==> config.mk <==
export PLATFORM = sky130hd
export DESIGN_NAME = bus_xfer_seq
export DESIGN_NICKNAME = d
export VERILOG_FILES = /design/src/rtl/bus_xfer_seq.sv
export SDC_FILE = /design/constraint.sdc
export NUM_CORES = 1
export LEC_CHECK = 0
export ABC_AREA = 1
export BUFFER_PORTS_ARGS = -buffer_cell sky130_fd_sc_hd__buf_2
export CAP_MARGIN = 20
export CORE_AREA = 10 10 52 94
export CTS_BUF_LIST = sky130_fd_sc_hd__clkbuf_2
export CTS_CLUSTER_SIZE = 8
export DETAILED_ROUTE_END_ITERATION = 10
export DIE_AREA = 0 0 62 104
export GPL_ROUTABILITY_DRIVEN = 1
export PLACE_DENSITY = 0.67
export SLEW_MARGIN = 0
export SYNTH_ARGS = -nofsm -noshare
export SYNTH_HDL_FRONTEND = slang
export SYNTH_SLANG_ARGS = --single-unit
export TNS_END_PERCENT = 1
==> constraint.sdc <==
create_clock -name cp -period 4.64 [get_ports cp]
set_clock_uncertainty 0.1 [all_clocks]
set_input_delay 0 -clock cp [delete_from_list [all_inputs] [get_ports cp]]
set_output_delay 0 -clock cp [all_outputs]
set_load 0.005 [all_outputs]
==> src/rtl/bus_xfer_seq.sv <==
// bus_xfer_seq: drives oen/cp of a 74xx374 bank for one src->dst bus copy.
// In: cp, mrn, req, src, dst.  Out: busy, done, err, oen_o (act-low), ld_o.
module bus_xfer_seq #(
  parameter int NREG   = 8,
  parameter int SETTLE = 1,
  parameter int HOLD   = 1,
  parameter int IW     = $clog2(NREG)
) (
  input  logic            cp,
  input  logic            mrn,
  input  logic            req,
  input  logic [IW-1:0]   src,
  input  logic [IW-1:0]   dst,
  output logic            busy,
  output logic            done,
  output logic            err,
  output logic [NREG-1:0] oen_o,
  output logic [NREG-1:0] ld_o
);

  typedef enum logic [2:0] {
    S_IDLE,
    S_DRIVE,
    S_LATCH,
    S_TAIL,
    S_DONE
  } state_e;

  localparam logic [3:0] SET_M1 = 4'(SETTLE - 1);
  localparam logic [3:0] HLD_M1 = 4'((HOLD > 0) ? HOLD - 1 : 0);
  localparam logic [IW:0] NREG_W = (IW+1)'(NREG);

  state_e          state_q;
  logic [3:0]      cnt_q;
  logic [IW-1:0]   src_q;
  logic [IW-1:0]   dst_q;
  logic [NREG-1:0] oen_q;
  logic [NREG-1:0] ld_q;
  logic            busy_q;
  logic            done_q;
  logic            err_q;
  logic            acc_ok;

  function automatic logic [NREG-1:0] dec(
    input logic [IW-1:0] i
  );
    logic [NREG-1:0] m;
    for (int k = 0; k < NREG; k++) begin
      m[k] = (i == IW'(k));
    end
    return m;
  endfunction

  // Non-power-of-two banks leave index codes with no register behind them.
  assign acc_ok = (src != dst)
               && ({1'b0, src} < NREG_W)
               && ({1'b0, dst} < NREG_W);

  always_ff @(posedge cp or negedge mrn) begin
    if (!mrn) begin
      state_q <= S_IDLE;
      cnt_q   <= '0;
      src_q   <= '0;
      dst_q   <= '0;
      oen_q   <= '1;
      ld_q    <= '0;
      busy_q  <= 1'b0;
      done_q  <= 1'b0;
      err_q   <= 1'b0;
    end else begin
      done_q <= 1'b0;
      err_q  <= 1'b0;
      ld_q   <= '0;
      unique case (state_q)
        S_IDLE: begin
          if (req) begin
            if (acc_ok) begin
              src_q   <= src;
              dst_q   <= dst;
              oen_q   <= ~dec(src);
              busy_q  <= 1'b1;
              cnt_q   <= SET_M1;
              state_q <= S_DRIVE;
            end else begin
              err_q <= 1'b1;
            end
          end
        end
        S_DRIVE: begin
          if (cnt_q == 4'd0) begin
            ld_q    <= dec(dst_q);
            state_q <= S_LATCH;
          end else begin
            cnt_q <= cnt_q - 4'd1;
          end
        end
        S_LATCH: begin
          if (HOLD > 0) begin
            cnt_q   <= HLD_M1;
            state_q <= S_TAIL;
          end else begin
            oen_q   <= '1;
            busy_q  <= 1'b0;
            done_q  <= 1'b1;
            state_q <= S_DONE;
          end
        end
        S_TAIL: begin
          if (cnt_q == 4'd0) begin
            oen_q   <= '1;
            busy_q  <= 1'b0;
            done_q  <= 1'b1;
            state_q <= S_DONE;
          end else begin
            cnt_q <= cnt_q - 4'd1;
          end
        end
        S_DONE: begin
          state_q <= S_IDLE;
        end
        default: begin
          oen_q   <= '1;
          busy_q  <= 1'b0;
          state_q <= S_IDLE;
        end
      endcase
    end
  end

  assign busy  = busy_q;
  assign done  = done_q;
  assign err   = err_q;
  assign oen_o = oen_q;
  assign ld_o  = ld_q;

endmodule
==> out/summary.txt, run 1 <==
Max Used Layer: met4
RePlAce Congestion: 0.812
DRT antenna net count: 0
Tightest Pin Transition: 0.614 ns
layout cell share with drive strength beyond 1: 0.291
largest cells by area after synthesis: dfrtp_1 36%, dfstp_2 14%, nand2_1 11%
Worst EP arrival: 2.28 ns
DPL Wire Length: 2550 um
Post-Synth Adder-Cell Area: 0.00850
vias in the first global route: 1320
sequential element share of the synthesized area: 0.500
CORE AREA: 3420 um^2
vias per cell: 5.06
Reg clk slew, reported paths: 0.17 ns
Gate Count Post-Synth: 163
worst-skew pair later-pin latency: 0.36 ns
RSZ-0062 raised after global routing: no
Top delay family on crit path: buffers and inverters
Setup crit end kind: register
total die area: 6450 um^2
compound-gate portion of the synthesized area: 0.0170
CTS tree: built
multiplexer area fraction after synthesis: 0
Pre-antenna DRT Iters: 4
worst r2r path cells: 7
Layout area overhead: 20.9%
vias: 1285
cell depth of the worst setup path: 7
data required time at the worst endpoint: 4.78 ns
CP bufs+invs: 2
critical path launch point type: register
post-CTS setup buffers: 0
Slew Limit Fails: 0
post-synthesis net count: 173
wire per inst: 13.7 um
WS Path Type: register to register
CTS Buffer Depth: 2
setup_tns: 0 ns
Yosys top cell area share: 0.357
DRC errors left: 0
CP Max Fanout: 11
post-synth cell types: 26
slowest stage cell, crit path: dlygate4sd3_1
clock root cell: clkbuf_2
worst hold path class: input pin to asynchronous set/reset pin
VDD IR-drop max: 335 uV
Die Ht: 104 um
fin crit share: 0.461
Initial Utilization: 0.431
post-synthesis xor/xnor area fraction: 0.00595
WL met3: 189 um
fmax: 467 MHz
first-pass GRT wire length: 5730 um
Rel. slew slack: 0.591
Leakage: 0.000924 uW
non-filler cells, final: 254
Max Cap Viol: 0
Pwr Density: 630 nW/um^2
Die W: 62 um
total grt overflow: 0
Syn Area/Cell: 9.03 um^2
hold buffer count at cts: 12
htree depth: 2
placed insts: 234
synthesized flop and latch total: 29
Met1 Routed Length: 1130 um
GRT Util Overall: 0.116
Tmin final: 2.14 ns
post-route cell area: 1780 um^2
nets: 215
Total Wirelength: 3490 um
pre-CTS WS: 2.91 ns
placed instance area: 1620 um^2
CTS sink cnt: 29
Final Setup Violations: 0
warnings from Yosys: 0
CTS resizes: 0
initial DRC count: 19
diode count: 0
FP Rows: 30
largest net degree at the start of global routing: 30
final hold vios: 0
Num CTS Buffers: 5
worst-path cell chain: clkinv_4 > nand2_4 > nor2_4 > nand3_2 > nand2_1 > o21ai_0 > dlygate4sd3_1
leading area contributor after synthesis: dfrtp_1
status: complete, no violations
Synth Cell Area: 1470 um^2
simple-gate portion of the synthesized area: 0.389
PortBufs: 27
Slowest Stage Delay on Critical Path: 0.55 ns
initial antenna violation count: 0
largest family of logic cells by synthesized area: simple AND/OR/NAND/NOR gates
# IOs: 28
met2 wire length: 2000 um
setup ws final: 2.50 ns
[routing by layer]
metal  track usage  up-vias
li1              -      622
met1         0.104      603
met2         0.203       45
met3        0.0355       15
met4        0.0756        0
met5             0        -
[final timing paths]
path                       startpoint         end  slack [ns]
setup reg to reg           state_q[2]    dst_q[1]        2.50
setup / recovery           state_q[2]    dst_q[1]        2.50
hold / removal                    mrn  state_q[2]        0.07
min in group cp              oen_o[5]    oen_o[5]        0.37
max in group asynchronous         mrn    cnt_q[0]        3.95
hold reg to reg              oen_o[5]    oen_o[5]        0.37
[cell families after synthesis]
group	Yosys count
buffers and inverters	22
xor gates and xnor gates	1
DFF	29
and+or+nand+nor	105
adders and majority gates	1
AOI/OAI and AO/OA	5
[Yosys cell counts]
| cell | instances |
|---|---|
| nor4_1 | 1 |
| nand2_8 | 1 |
| a21oi_1 | 1 |
| ha_1 | 1 |
| o21ai_0 | 3 |
| nand2_2 | 1 |
| or2_2 | 2 |
| nand3_1 | 7 |
| nor2_4 | 2 |
| nor3_1 | 2 |
| nand2_1 | 45 |
| nand3_4 | 2 |
| nor2_1 | 15 |
| buf_6 | 4 |
| nand2_4 | 1 |
| clkinv_4 | 1 |
| inv_1 | 12 |
| nand3_2 | 3 |
| xnor2_1 | 1 |
| nor2_8 | 1 |
| o21ai_1 | 1 |
| dfrtp_1 | 21 |
| dfstp_2 | 8 |
| inv_2 | 5 |
| nand4_1 | 21 |
| and3_1 | 1 |
[placed cells by master, fill, tap and decap left out, types with 7 or more instances in the layout]
| cell type | netlist | final |
|---|---|---|
| buf_2 | 0 | 27 |
| nand4_1 | 21 | 21 |
| nor2_1 | 15 | 15 |
| dlygate4sd3_1 | 0 | 12 |
| nand3_1 | 7 | 7 |
| inv_1 | 12 | 12 |
| dfrtp_1 | 21 | 21 |
| nand2_1 | 45 | 45 |
| dfstp_2 | 8 | 8 |
[registers in the layout, indices dropped and copies added (netlist names)]
name / flops
dst_q: 3
oen_o: 8
ld_o: 8
done: 1
busy: 1
cnt_q: 4
state_q: 3
err: 1
[where the power goes]
| part | switching (uW) | leakage [uW] | internal (uW) |
|---|---|---|---|
| Clock | 86.3 | 0.0000278 | 33.0 |
| Combinational | 345 | 0.000535 | 222 |
| Sequential | 68.0 | 0.000361 | 367 |
[through the flow]
step            util  total power [uW]  hold WS, ns
2_1_floorplan      -               842       -0.396
3_3_place_gp   0.475               966      -0.0556
3_5_place_dp   0.475               987      -0.0456
4_1_cts        0.521              1130       0.0787
5_1_grt        0.521              1230        0.140
6_report       0.521              1120       0.0676
[final cells by class]
class / count / area [um^2]
clock buffer: 5 / 25.0
clock inverter: 3 / 12.5
fill: 319 / 1640
inverter: 18 / 72.6
multi-input combinational: 112 / 618
sequential: 29 / 736
tap: 48 / 60.1
timing repair buffer: 39 / 255
No activity file was read; power rests on OpenSTA's default activity.
==> run 2, diff against run 1 <==
--- a/config.mk
+++ b/config.mk
@@ -5,16 +5,16 @@
 export SDC_FILE = /design/constraint.sdc
 export NUM_CORES = 1
 export LEC_CHECK = 0
-export ABC_AREA = 1
+export ABC_AREA = 0
 export BUFFER_PORTS_ARGS = -buffer_cell sky130_fd_sc_hd__buf_2
 export CAP_MARGIN = 20
-export CORE_AREA = 10 10 52 94
+export CORE_AREA = 10 10 49 89
 export CTS_BUF_LIST = sky130_fd_sc_hd__clkbuf_2
 export CTS_CLUSTER_SIZE = 8
 export DETAILED_ROUTE_END_ITERATION = 10
-export DIE_AREA = 0 0 62 104
+export DIE_AREA = 0 0 59 99
 export GPL_ROUTABILITY_DRIVEN = 1
-export PLACE_DENSITY = 0.67
+export PLACE_DENSITY = 0.68
 export SLEW_MARGIN = 0
 export SYNTH_ARGS = -nofsm -noshare
 export SYNTH_HDL_FRONTEND = slang
==> constraint.sdc (replaced) <==
create_clock -name cp -period 2 [get_ports cp]
set_clock_uncertainty 0.1 [all_clocks]
set_input_delay 0 -clock cp [delete_from_list [all_inputs] [get_ports cp]]
set_output_delay 0 -clock cp [all_outputs]
set_load 0.005 [all_outputs]
==> out/summary.txt, run 2 <==
status: complete, no violations
non-filler cells, final: 193 (-24%)
worst r2r path cells: 7 (unchanged)
initial DRC count: 11 (-8)
Flop pwr share: 0.457 (+0.069)
CP endpoint: oen_o[5]
post-synthesis net count: 124 (-28%)
slowest stage cell, crit path: dfrtp_1
Max Cap Viol: 0 (unchanged)
Pre-antenna DRT Iters: 4 (unchanged)
Pwr Density: 1120 nW/um^2 (+77%)
Final Hold Slack: 0.0660 ns (-0.00159 ns)
Slowest Stage Delay on Critical Path: 0.40 ns (-0.15 ns)
clock network fraction of design power: 0.157 (+0.051)
vias in the first global route: 1103 (-16%)
origin of the critical flop-to-flop path: cnt_q[1]
GRT Util Overall: 0.109 (-0.00684)
Final Setup Violations: 0 (unchanged)
Worst EP arrival: 2.06 ns (-0.22 ns)
Slew Limit Fails: 0 (unchanged)
M3 GR Usage: 0.0450 (+0.00953)
most frequent cells in the layout: 27 x buf_2, 21 x dfrtp_1, 15 x nor3_1
top cells by count, synth: 21 x dfrtp_1, 15 x nor3_1, 9 x inv_1
total grt overflow: 0 (unchanged)
fraction of registers with async set or reset after synthesis: 1.00 (unchanged)
Tmin final: 1.88 ns (-0.264 ns)
commonest non-fill, non-tap cell in the layout: buf_2
Reg clk slew, reported paths: 0.16 ns (about the same)
largest cells by area after synthesis: dfrtp_1 41%, dfstp_2 16%, nor3_1 5.8%
worst-skew pair later-pin latency: 0.36 ns (about the same)
initial antenna violation count: 0 (unchanged)
r2r setup slk: 0.12 ns (-2.38 ns)
wire per inst: 16.0 um (+16%)
met1 Resource Use GR: 0.0978 (-0.00649)
Num CTS Buffers: 5 (unchanged)
placed insts: 173 (-26%)
DRT antenna net count: 0 (unchanged)
worst-path cell chain: inv_1 > ha_4 > or3b_4 > o31ai_4 > buf_4 > nor3_1 > a41oi_1
FF-to-FF End: oen_o[5]
CTS Buffer Depth: 2 (unchanged)
CTS sink cnt: 29 (unchanged)
logic gate share of total power: 0.386 (-0.120)
Setup crit end kind: register
sequential element share of the synthesized area: 0.570 (+0.0703)
RePlAce Congestion: 0.808 (-0.47%)
Total Wirelength: 3080 um (-12%)
Layout area overhead: 27.9%
nets: 172 (-20%)
Initial Utilization: 0.438 (+0.00758)
WS Path Type: register to register
clock root cell: clkbuf_2
vias per cell: 5.51 (+8.9%)
# IOs: 28 (unchanged)
VDD IR-drop max: 669 uV (+100%)
Die W: 59 um (-4.8%)
placed instance area: 1480 um^2 (-8.7%)
fin crit share: 0.938 (+0.477)
Gate Count Post-Synth: 114 (-30%)
setup_tns: 0 ns (unchanged)
htree depth: 2 (unchanged)
Syn Area/Cell: 11.3 um^2 (+25%)
worst hold path class: input pin to asynchronous set/reset pin
most frequent cell after synthesis: dfrtp_1
met2 usage: 0.192 (-0.0111)
Synth Cell Area: 1290 um^2 (-12%)
post-synth cell types: 37 (+42%)
leading area contributor after synthesis: dfrtp_1
largest net degree at the start of global routing: 30 (unchanged)
first-pass GRT wire length: 5030 um (-12%)
Int Power: 1150 uW (+85%)
CP Max Fanout: 5 (-6)
gr busiest metal: met2
critical path launch point type: register
Net Sw Power: 689 uW (+38%)
layout cell share with drive strength beyond 1: 0.374 (+0.0830)
fmax: 533 MHz (+14%)
warnings from Yosys: 0 (unchanged)
Post-synth EDFFs: 0 (unchanged)
synthesized flop and latch total: 29 (unchanged)
post-route cell area: 1650 um^2 (-7.2%)
CORE AREA: 2940 um^2 (-14%)
prevailing post-synth register cell: dfrtp_1
final hold vios: 0 (unchanged)
DPL Wire Length: 2210 um (-13%)
Die Ht: 99 um (-4.8%)
vias: 1063 (-17%)
Yosys top cell area share: 0.407 (+0.0502)
diode count: 0 (unchanged)
total power: 1840 uW (+64%)
DRC errors left: 0 (unchanged)
switching share of power: 0.374 (-0.0716)
FP Rows: 28 (-6.7%)
Rel. slew slack: 0.588 (-0.00321)
total die area: 5840 um^2 (-9.4%)
data required time at the worst endpoint: 2.19 ns (-2.59 ns)
CTS tree: built
PortBufs: 27 (unchanged)
Tightest Pin Transition: 0.619 ns (+0.00482 ns)
Critical Path Start: cnt_q[1]
Leakage: 0.000775 uW (-16%)
run 2: cell count changes in the layout (fill, tap and decap cells not counted), sizes merged, moves of 8 or more:
cell / change
a31oi: +8
buf: +9
inv: -8
nand2: -44
nand3: -8
nand4: -20
nor2: -11
nor3: +13
run 2: layout make-up:
cell class                 instances  area, um^2
clock buffer                       5        25.0
inverter                           9        33.8
clock inverter                     3        17.5
tap                               30        37.5
fill                             268        1290
multi-input combinational         72         508
sequential                        29         736
timing repair buffer              45         293
run 2: cell families after synthesis:
kind of cell               after synthesis  synth area share
DFF                                     29             0.570
buffers and inverters                   13            0.0475
muxes                                    3            0.0262
xor gates and xnor gates                 4            0.0272
adders and majority gates                1           0.00970
AOI/OAI and AO/OA                       23             0.149
and+or+nand+nor                         41             0.170
run 2: through the flow:
stage / worst slack [ns] / util
finish: 0.124 / 0.561
global route: -0.0100 / 0.561
CTS: 0.0486 / 0.553
detailed placement: 0.0426 / 0.503
global placement: 0.157 / 0.503
floorplan: 0.145 / -
run 2: power by group through the flow:
stage / clock network, uW / registers [uW] / logic [uW]
after floorplan: 0 / 863 / 408
after global placement: 0 / 849 / 647
after detailed placement: 0 / 856 / 658
after CTS: 307 / 844 / 712
after global routing: 330 / 864 / 794
final: 290 / 842 / 710
run 2: timing repair:
item	CTS	global route
pin swaps	1	0
endpoints found under the hold margin	42	0
setup buffers	2	1
hold buffers	9	0
endpoints found under the setup margin	1	8
resized for setup	0	4
run 2: metal layers:
layer  vias up  wire [um]  share of wire
met4         0         73          0.024
li1        509          -              -
met1       515       1080           0.35
met3         8        191          0.062
met5         -          0              0
met2        31       1730           0.56
run 2: critical path: cells and delay by family, from the launching register on:
kind            cells  cell delay, ns
simple gates        2            0.44
compound gates      2            0.42
flops               1            0.40
buf+inv             2            0.29
fa+ha+maj           1            0.16
run 2: worst min-delay path by stage:
stage	startpoint	to	slack [ns]
4_1_cts	mrn	done	0.07
2_1_floorplan	mrn	busy	-0.40
3_3_place_gp	mrn	err	-0.07
3_5_place_dp	mrn	err	-0.05
6_report	mrn	done	0.07
5_1_grt	mrn	err	0.1
==> run 3, diff against run 2 <==
--- a/config.mk
+++ b/config.mk
@@ -5,16 +5,16 @@
 export SDC_FILE = /design/constraint.sdc
 export NUM_CORES = 1
 export LEC_CHECK = 0
-export ABC_AREA = 0
+export ABC_AREA = 1
 export BUFFER_PORTS_ARGS = -buffer_cell sky130_fd_sc_hd__buf_2
 export CAP_MARGIN = 20
-export CORE_AREA = 10 10 49 89
+export CORE_AREA = 10 10 52 94
 export CTS_BUF_LIST = sky130_fd_sc_hd__clkbuf_2
 export CTS_CLUSTER_SIZE = 8
 export DETAILED_ROUTE_END_ITERATION = 10
-export DIE_AREA = 0 0 59 99
+export DIE_AREA = 0 0 62 104
 export GPL_ROUTABILITY_DRIVEN = 1
-export PLACE_DENSITY = 0.68
+export PLACE_DENSITY = 0.69
 export SLEW_MARGIN = 0
 export SYNTH_ARGS = -nofsm -noshare
 export SYNTH_HDL_FRONTEND = slang
==> constraint.sdc (replaced) <==
create_clock -name cp -period 1.54 [get_ports cp]
set_clock_uncertainty 0.1 [all_clocks]
set_input_delay 0 -clock cp [delete_from_list [all_inputs] [get_ports cp]]
set_output_delay 0 -clock cp [all_outputs]
set_load 0.005 [all_outputs]
==> out/summary.txt, run 3 (synthesized netlist as in run 1, its figures left out) <==
total power: 3990 uW (+120%)
final hold vios: 0 (unchanged)
Max Used Layer: met4
total die area: 6450 um^2 (+10%)
Final Setup Violations: 0 (unchanged)
first-pass GRT wire length: 5250 um (+4.4%)
worst-skew pair later-pin latency: 0.38 ns (+0.02 ns)
RePlAce Congestion: 0.813 (+0.62%)
initial antenna violation count: 0 (unchanged)
vias per cell: 4.88 (-11%)
Tightest Pin Transition: 0.637 ns (+0.0185 ns)
layout cell share with drive strength beyond 1: 0.410 (+0.0357)
critical path launch point type: register
CTS sink cnt: 29 (unchanged)
DPL Wire Length: 2520 um (+14%)
CP Max Fanout: 6 (+1)
Max Cap Viol: 0 (unchanged)
htree depth: 2 (unchanged)
fin crit share: 0.973 (+0.0349)
diode count: 0 (unchanged)
Die Ht: 104 um (+5.1%)
Pwr Density: 2020 nW/um^2 (+81%)
vias in the first global route: 1179 (+6.9%)
nets: 231 (+34%)
Slew Limit Fails: 0 (unchanged)
origin of the critical flop-to-flop path: state_q[0]
CTS tree: built
Tmin final: 1.50 ns (-0.378 ns)
post-layout util: 0.580 (+0.0191)
VDD IR-drop max: 1050 uV (+57%)
commonest non-fill, non-tap cell in the layout: nand2_1
total grt overflow: 0 (unchanged)
Reg clk slew, reported paths: 0.17 ns (about the same)
status: complete, no violations
initial DRC count: 37 (+26)
Worst EP arrival: 1.73 ns (-0.33 ns)
Leakage: 0.00102 uW (+32%)
Final Hold Slack: 0.0487 ns (-0.0173 ns)
Initial Utilization: 0.431 (-0.00758)
WL met3: 174 um (-8.9%)
RSZ-0062 raised after global routing: yes
CORE AREA: 3420 um^2 (+16%)
# IOs: 28 (unchanged)
Layout area overhead: 34.6%
Met1 Routed Length: 1280 um (+18%)
setup ws final: 0.0417 ns (-0.0822 ns)
worst hold path class: input pin to asynchronous set/reset pin
DRC errors left: 0 (unchanged)
r2r setup slk: 0.04 ns (-0.08 ns)
CTS Buffer Depth: 2 (unchanged)
PortBufs: 27 (unchanged)
Total Wirelength: 3690 um (+20%)
FF-to-FF End: oen_o[3]
setup_tns: 0 ns (unchanged)
GRT Util Overall: 0.109 (-0.000273)
Num CTS Buffers: 5 (unchanged)
layout filler cell count: 320 (+19%)
pre-CTS WS: 0.0311 ns (-0.0115 ns)
Setup crit end kind: register
Pre-antenna DRT Iters: 4 (unchanged)
Die W: 62 um (+5.1%)
DRT antenna net count: 0 (unchanged)
wire per inst: 13.7 um (-14%)
vias: 1318 (+24%)
WS Path Type: register to register
most frequent cells in the layout: 43 x nand2_1, 27 x buf_2, 21 x nand4_1
FP Rows: 30 (+7.1%)
clock root cell: clkbuf_2
met2 wire length: 2130 um (+23%)
fmax: 667 MHz (+25%)
data required time at the worst endpoint: 1.77 ns (-0.42 ns)
largest net degree at the start of global routing: 30 (unchanged)
worst r2r path cells: 8 (+1)
Rel. slew slack: 0.575 (-0.0123)
[run 3: what timing repair did]
action / CTS / global route
endpoints found under the hold margin: 42 / 0
hold buffers: 8 / 0
resized for setup: 0 / 12
setup buffers: 0 / 8
endpoints found under the setup margin: 0 / 13
[run 3: per-layer routing]
| metal | track usage | vias up |
|---|---|---|
| met5 | 0 | - |
| met4 | 0.0531 | 0 |
| met3 | 0.0269 | 11 |
| met2 | 0.199 | 34 |
| met1 | 0.102 | 610 |
| li1 | - | 663 |
[run 3: critical path, cell delays in order, from the launching register on]
cell     delay, ns
dfrtp_2       0.48
inv_2         0.09
nand2_4       0.07
nor2_4        0.19
buf_12        0.16
buf_12        0.10
nand4_1       0.09
nand4_1       0.11
nand2_1       0.06
[run 3: final cells by class]
cell class              count  area [um^2]  share of cell area
well taps                  48         60.1              0.0303
inverters                  18         72.6              0.0366
repair buffers             52          380               0.192
clock inverters             3         17.5             0.00884
flip-flops and latches     29          739               0.373
multi-input cells         115          686               0.346
clock buffers               5         25.0              0.0126
[run 3: worst max-delay path by stage]
stage / cells after the start / end / startpoint / slack, ns
6_report: 8 / oen_o[3] / state_q[0] / 0.04
5_1_grt: 8 / oen_o[6] / state_q[0] / -0.03
4_1_cts: 8 / cnt_q[0] / state_q[2] / 0.005
3_5_place_dp: 8 / cnt_q[0] / state_q[2] / 0.03
3_3_place_gp: 8 / busy / state_q[2] / 0.04
2_1_floorplan: 9 / busy / cnt_q[0] / 0.06
[run 3: power breakdown]
part | switching [uW] | internal (uW) | leakage [uW]
Clock | 293 | 106 | 0.0000287
Combinational | 1220 | 1070 | 0.000635
Sequential | 198 | 1110 | 0.000357
[run 3: metrics by stage]
stage	cell area (um^2)	std cells
after global routing	1980	270
after floorplan	1470	163
after detailed placement	1710	243
final	1980	270
after global placement	1710	243
after CTS	1840	259
